`src/rtl/adder_unit.sv`:
```
// Pipelined unsigned adder: sum = a + b + cin at WIDTH+1 bits, LATENCY register stages.
// Define ADDER_UNIT_BACKPRESSURE_EN to add out_ready/in_ready flow control.
module adder_unit #(
    parameter int unsigned WIDTH   = 4,
    parameter int unsigned LATENCY = 1
) (
    input  logic             clk,
    input  logic             rst,
    input  logic             in_valid,
    input  logic [WIDTH-1:0] a,
    input  logic [WIDTH-1:0] b,
    input  logic             cin,
`ifdef ADDER_UNIT_BACKPRESSURE_EN
    input  logic             out_ready,
    output logic             in_ready,
`endif
    output logic             out_valid,
    output logic [WIDTH:0]   sum
);

    localparam int unsigned SW = WIDTH + 1;

    logic              out_ready_c;
    logic [SW-1:0]     add_c;
    logic [LATENCY-1:0] vld_c;
    logic [LATENCY-1:0] adv_c;
    logic [SW-1:0]     sum_c [LATENCY];

`ifdef ADDER_UNIT_BACKPRESSURE_EN
    assign out_ready_c = out_ready;
    assign in_ready    = adv_c[0];
`else
    assign out_ready_c = 1'b1;
`endif

    assign add_c = SW'(a) + SW'(b) + SW'(cin);

    for (genvar g = 0; g < LATENCY; g++) begin : g_stage
        logic          vin_c;
        logic [SW-1:0] din_c;
        logic          v_q, v_d;
        logic [SW-1:0] s_q, s_d;

        if (g == 0) begin : g_first
            assign vin_c = in_valid;
            assign din_c = add_c;
        end else begin : g_rest
            assign vin_c = vld_c[g-1];
            assign din_c = sum_c[g-1];
        end

        // A stage may move when the output drains or any slot at or above it is empty.
        assign adv_c[g] = out_ready_c || !(&vld_c[LATENCY-1:g]);

        always_comb begin
            v_d = v_q;
            s_d = s_q;
            if (adv_c[g]) begin
                v_d = vin_c;
                if (vin_c) begin
                    s_d = din_c;
                end
            end
        end

        always_ff @(posedge clk or posedge rst) begin
            if (rst) begin
                v_q <= 1'b0;
                s_q <= '0;
            end else begin
                v_q <= v_d;
                s_q <= s_d;
            end
        end

        assign vld_c[g] = v_q;
        assign sum_c[g] = s_q;
    end

    assign out_valid = vld_c[LATENCY-1];
    assign sum       = sum_c[LATENCY-1];

endmodule

```
`config.mk`:
```
export PLATFORM = sky130hd
export DESIGN_NAME = adder_unit
export DESIGN_NICKNAME = d
export VERILOG_FILES = /design/src/rtl/adder_unit.sv
export SDC_FILE = /design/constraint.sdc
export NUM_CORES = 1
export LEC_CHECK = 0
export CORE_MARGIN = 2
export CORE_UTILIZATION = 25
export DETAILED_ROUTE_END_ITERATION = 12
export GPL_TIMING_DRIVEN = 0
export PLACE_DENSITY = 0.62
export SKIP_CTS_REPAIR_TIMING = 1
export SYNTH_ARGS = -nofsm -noshare
export SYNTH_HDL_FRONTEND = slang
export SYNTH_SLANG_ARGS = --single-unit
```
`constraint.sdc`:
```
create_clock -name clk -period 0.9 [get_ports clk]
set_input_delay 0.09 -clock clk [delete_from_list [all_inputs] [get_ports clk]]
set_output_delay 0.09 -clock clk [all_outputs]
set_load 0.05 [all_outputs]
```
* Word-level counts from Yosys, hierarchy flattened
Index checks and enable logic that the tools add are counted.
Word-level totals: word-level logic and storage cells 4, input port bits 12, bits in registers 6, output and inout port bits 6
Cells by class: $add $sub $neg 2
Operators with widths (count):
- $add A4 B4 Y5 | 1
- $add A5 B1 Y5 | 1

* Longest topological paths before layout
Gate-level depths: netlist of the first run.
word-level depth 2, gate-level depth with buffers 6, mapped depth without buffers 6

* Least setup slack after synthesis of the first run
Ideal clock, no wire load.
path kind input -> register, start in a[0], end reg g_stage[0].s_q[2], in the netlist sum[2], slack -0.298 ns, arrival 1.073 ns, buffers on the path 0, cell stages on the path 5, data required time 0.775 ns, library setup time 0.125 ns, cells stage by stage fa_1 -> inv_1 -> fa_1 -> xnor2_1 -> mux2_2
Between the ends: cells in the longest elaborated chain, start to end 2
Ends and longest elaborated chain:
- from (decl) | line 10 | input logic [WIDTH-1:0] a,
- $add A4 B4 Y5 | line 36 | assign add_c = SW'(a) + SW'(b) + SW'(cin);
- $add A5 B1 Y5 | line 36
- to (signal assigned) | line 69 | s_q <= '0;
- to (signal assigned) | line 72 | s_q <= s_d;
- to (decl) | line 42 | logic [SW-1:0] s_q, s_d;
Every way passes these cells. A chain may end at the register's enable or synchronous reset.

* Worst setup path in the final report of the first run
start in cin, end reg g_stage[0].s_q[2], in the netlist sum[2]
Between the ends: cells in the longest elaborated chain, start to end 1
Ends and longest elaborated chain:
- from (decl) | line 12 | input logic cin,
- $add A5 B1 Y5 | line 36
Every way passes these cells.

==> summary.md, run 1 <==
| Metric | Value |
|---|---|
| Cell area after synthesis | 384 um2 |
| Routed WL | 848 um |
| Worst Max-Slew Pin Slew | 235 ps |
| Maximum vdd drop | 0.511 mV |
| DRT iter0 DRCs | 2 |
| Area of the multi-input gates | 249 um2 |
| RSZ-0062 raised after global routing | yes |
| Area leader, netlist | dfrtp_1 |
| Max stage delay on crit path | 390 ps |
| Clk slew on worst S/H paths | 40 ps |
| Layout cells sized above 1 | 50.0% |
| Fill cell count | 150 |
| Finished Core Util | 47.6% |
| Clk buf depth | 2 |
| Failing checks | negative setup slack |
| Area Growth Syn to Fin | 82.4% |
| Slew headroom | 84.3% |
| Top cells by area, synth | dfrtp_1 39%, fa_1 10%, ha_1 9.8%, inv_1 5.9%, mux2_2 5.9% |
| Number of antenna repair diodes | 0 |
| Initial antenna violation count | 0 |
| Status | finished, violations left |
| Fmax | 952 MHz |
| Post-DR wirelength/cell | 11.5 um |
| Critical Path Fanout Max | 2 |
| Most frequent cells after synthesis | 6 x dfrtp_1, 6 x inv_1, 3 x ha_1, 2 x fa_1, 2 x mux2_2 |
| CTS tree | done |
| FP Rows | 14 |
| Type of the most critical hold path | in -> reg |
| Number of global-route vias before repair | 319 |
| Starting Density | 26.1% |
| H-tree depth | 1 |
| DP HPWL | 636 um |
| Worst Path Required | 1020 ps |
| I/O pin cnt | 18 |
| Area of the core | 1470 um2 |
| Arrival time at the worst endpoint | 1170 ps |
| Post-Synthesis Mean Instance Area | 11.6 um2 |
| Fraction of registers with async set/reset | 100% |
| Skew final | 0 ps |
| Most used cell, CP | fa_2 |
| P_leak | 0.378 nW |
| Die ar. | 1870 um2 |
| Final worst slack | -150 ps |
| Overflow after GRT | 0 |
| DRC | 0 |
| Total power | 1.16 mW |
| Register Area | 153 um2 |
| Flop and latch count out of synthesis | 6 |
| P per Cell Area | 1660 nW/um2 |
| Startpoint Class | input pin |
| Final setup fails | 4 |
| Root Driver | clkbuf_4 |
| Final Non-Filler Cells | 74 |
| CP max stage cell | fa_2 |
| First-pass DRT Iterations | 2 |
| ANT nets after route | 0 |
| Vias | 329 |
| Die height | 43.2 um |
| Cell Chain, Critical Path | buf_6 -> fa_2 -> inv_2 -> fa_2 -> xnor2_2 -> mux2_4 |
| Final hold vios | 0 |
| Share of the synthesized area in the top cell type | 39.1% |
| Crit end category | flop |
| DP Cell Count | 66 |
| Post-synth EDFFs | 0 |
| Slew Limit Fails | 0 |
| Die extent in x | 43.2 um |
| Ys flop type | dfrtp_1 |
| Ys Warns | 0 |
| Worst skew pair latency | 240 ps |
| Post-layout net count | 76 |
| Final Cycle Share | 117% |
| I/O Buffers | 17 |
| R2R Setup Slk | 0 ps |
| GP Congestion | 0.699 |
| Global-route wire length before repair | 1330 um |
| Cells after synthesis | 33 |
| Vias/cell | 4.45 |
| Synth cell types | 19 |
| Fin Setup TNS | -503 ps |
| All-Layer GR Usage | 9.77% |
| CP Class | in -> reg |
| Max cap viols | 0 |
| Largest net degree at the start of global routing | 10 |
| Pre-CTS WS | -845 ps |
| Sinks on Clock Net | 6 |
| Syn_nets | 50 |
| Min cycle time layout | 1050 ps |
| Sequential share of the synthesized area | 39.1% |
| CTS buffer count | 3 |
## logic make-up after synthesis
logic type / count (synthesis) / share of synthesized area [%]
xor+xnor: 1 / 2.28
fa+ha+maj: 5 / 20.2
mux: 3 / 8.47
simple gates: 6 / 11.4
flops: 6 / 39.1
compound gates: 5 / 9.77
buf+inv: 7 / 8.79
## final timing paths
kind,startpoint,to,depth (start not counted)
setup / recovery,cin,sum[2],6
hold / removal,in_valid,out_valid,1
setup reg to reg,sum[3],sum[3],3
hold reg to reg,sum[0],sum[0],1
max in group asynchronous,rst,sum[3],2
min in group asynchronous,rst,sum[1],2
## critical path: cells and delay by family
family | cells | cell delay [ps]
adder cells (fa/ha/maj) | 2 | 610
XOR/XNOR | 1 | 70
multiplexers | 1 | 250
buffers and inverters | 2 | 150
## state kept, by name (all words and copies together), names as in the netlist
name / count
out_valid: 1
sum: 5
## layout make-up
| class | instances | area share, % |
|---|---|---|
| clock buffers | 4 | 3.75 |
| flip-flops and latches | 6 | 21.8 |
| multi-input cells | 20 | 35.5 |
| inverters | 6 | 3.21 |
| plain buffers | 1 | 1.61 |
| well taps | 16 | 2.86 |
| repair buffers | 21 | 31.3 |
## cell usage in the layout, fill, tap and decap left out, drive strengths merged
cell,instances
a21o,1
a31oi,1
buf,13
clkbuf,5
clkdlybuf4s50,1
dfrtp,6
dlymetal6s2s,7
fa,2
ha,3
inv,6
mux2,2
mux2i,1
nand2,1
nand2b,1
nand3b,1
nand4b,1
nor2,1
nor2b,1
o21ai,1
o311a,1
o311ai,1
xnor2,1
## report_power, final
group	leakage [nW]	internal, mW	switching (mW)
clock network	0.0150	0.168	0.101
logic	0.295	0.251	0.288
registers	0.0680	0.321	0.0331
total	0.378	0.740	0.422
## stage by stage
stage               area [um2]  hold slack, ps
detailed placement         582             318
global route               701            25.4
finish                     701            16.5
CTS                        608            57.1
floorplan                  392            -119
global placement           582             323
## layer usage
layer	up-vias	global-route usage (%)	wire (um)
met3	0	4.26	89
met5	-	0	0
met4	0	4.85	0
met2	17	13.7	402
met1	152	12.6	356
li1	160	-	-
(Power assumes the default switching activity.)
==> run 2: changes to the inputs <==
--- a/config.mk
+++ b/config.mk
@@ -5,6 +5,7 @@
 export SDC_FILE = /design/constraint.sdc
 export NUM_CORES = 1
 export LEC_CHECK = 0
+export CORE_ASPECT_RATIO = 0.9
 export CORE_MARGIN = 2
 export CORE_UTILIZATION = 25
 export DETAILED_ROUTE_END_ITERATION = 12
==> run 2 against run 1 <==
Net effect: the flow still finishes with violations (negative setup slack); routed wire length fell by 4.1%; combinational power decreased by 3%; flip-flop and latch count did not move; non-clock buffer count fell by 1; final cell count down 2.7%.
==> summary.md, run 2 (same netlist as run 1, synthesis figures left out) <==
| Metric | Value |
|---|---|
| Status | finished, violations left |
| Failing checks | negative setup slack |
| Worst Hold Margin | 20.6 ps |
| Global-route wire length before repair | 1260 um |
| Share of power burned in registers | 31.1% |
| Clk slew on worst S/H paths | 40 ps |
| Die height | 41.2 um |
| Skew final | 0 ps |
| Max cap viols | 0 |
| P_leak | 0.367 nW |
| FP Rows | 13 |
| CP max stage cell | fa_2 |
| Most common cell after layout, fill and taps aside | buf_6 |
| Fmax | 961 MHz |
| FF-to-FF path depth | 3 |
| Overflow after GRT | 0 |
| Psw | 0.415 mW |
| CTS buffer count | 3 |
| Total power | 1.15 mW |
| H-tree depth | 1 |
| Slew Limit Fails | 0 |
| Starting Density | 26.5% |
| Crit path launch | cin |
| Number of global-route vias before repair | 292 |
| ANT nets after route | 0 |
| Min cycle time layout | 1040 ps |
| Sinks on Clock Net | 6 |
| Area of the multi-input gates | 241 um2 |
| CTS tree | done |
| Finished Core Util | 47.3% |
| Die ar. | 1870 um2 |
| Critical Path End | sum[2] |
| Clk buf depth | 2 |
| Vias | 326 |
| Arrival time at the worst endpoint | 1170 ps |
| Placed Area | 581 um2 |
| DRC | 0 |
| RSZ-0062 raised after global routing | yes |
| Slew headroom | 85.6% |
| Logic pwr share | 45.6% |
| FF-to-FF End | sum[3] |
| GP Congestion | 0.653 |
| DP HPWL | 599 um |
| Initial antenna violation count | 0 |
| I/O Buffers | 17 |
| Maximum vdd drop | 0.542 mV |
| Pre-CTS WS | -839 ps |
| Area Growth Syn to Fin | 78.2% |
| Critical Path Fanout Max | 2 |
| CP Class | in -> reg |
| Area of the core | 1450 um2 |
| Pint | 0.730 mW |
| Max stage delay on crit path | 390 ps |
| Fill cell count | 134 |
| Number of antenna repair diodes | 0 |
| Clk pwr share | 23.3% |
| Worst hold path stage count | 1 |
| I/O pin cnt | 18 |
| All-Layer GR Usage | 10.1% |
| Worst Path Required | 1020 ps |
| Startpoint Class | input pin |
| R2R Setup Slk | 30 ps |
| Post-layout net count | 75 |
| Layout cells sized above 1 | 47.4% |
| Cell Chain, Critical Path | buf_6 -> fa_2 -> inv_2 -> fa_2 -> xnor2_1 -> mux2_4 |
| Worst R2R Start | sum[3] |
| Routed WL | 813 um |
| Commonest non-fill, non-tap cells in the layout | 8 x buf_6, 7 x dlymetal6s2s_1, 5 x inv_1 |
| Final Cycle Share | 116% |
| Final setup fails | 3 |
| Register Area | 153 um2 |
| Type of the most critical hold path | in -> reg |
| Final Instance Area | 684 um2 |
| Die extent in x | 45.3 um |
| Largest net degree at the start of global routing | 10 |
| Crit end category | flop |
| Vias/cell | 4.53 |
| P per Cell Area | 1670 nW/um2 |
| Root Driver | clkbuf_4 |
| Most used cell, CP | fa_2 |
| Post-DR wirelength/cell | 11.3 um |
| Worst skew pair latency | 240 ps |
| First-pass DRT Iterations | 4 |
| Final worst slack | -141 ps |
| Final hold vios | 0 |
| Switching Share | 36.2% |
| Largest register FFs | 5 |
| DRT iter0 DRCs | 1 |
| Worst Max-Slew Pin Slew | 217 ps |
==> run 2: cell types whose count changed in the layout (fill, tap and decap cells not counted), sizes merged <==
cell | previous run | this run
buf | 13 | 12
==> run 2: area by class of cell <==
class	count	share of cell area, %
Inverter	6	3.29
Multi-Input combinational cell	20	35.3
Tap cell	15	2.74
Buffer	1	1.65
Sequential cell	6	22.3
Timing Repair Buffer	20	30.9
Clock buffer	4	3.84
==> run 2: power by group through the flow <==
stage	Sequential (mW)	Combinational [mW]	Clock, mW
after CTS	0.346	0.474	0.276
final	0.356	0.523	0.267
after floorplan	0.517	0.130	0
after global routing	0.362	0.560	0.300
after detailed placement	0.350	0.472	0
after global placement	0.348	0.470	0
==> run 2: worst min path at each step <==
stage | start | end
3_5_place_dp | rst | out_valid
2_1_floorplan | rst | out_valid
4_1_cts | rst | sum[1]
3_3_place_gp | rst | out_valid
6_report | in_valid | out_valid
5_1_grt | in_valid | out_valid
==> run 2: layer usage <==
| metal | track usage [%] | wire length (um) | share of wire [%] | vias to the layer above |
|---|---|---|---|---|
| met1 | 10.5 | 361 | 44 | 147 |
| met2 | 16.8 | 369 | 45 | 14 |
| met3 | 4.41 | 75 | 9.2 | 2 |
| met5 | 0 | 0 | 0 | - |
| met4 | 6.62 | 6 | 0.74 | 0 |
| li1 | - | - | - | 163 |
==> run 2: worst max-delay path, delay by kind of cell <==
family	cells	cell delay, ps
adder cells (fa/ha/maj)	2	600
multiplexers	1	250
buffers and inverters	2	150
XOR/XNOR	1	70
==> run 2: metrics by stage <==
stage / TNS [ps] / std cells
floorplan: -785 / 33
global placement: -5350 / 65
detailed placement: -5370 / 65
CTS: -5690 / 69
global route: -572 / 72
finish: -319 / 72
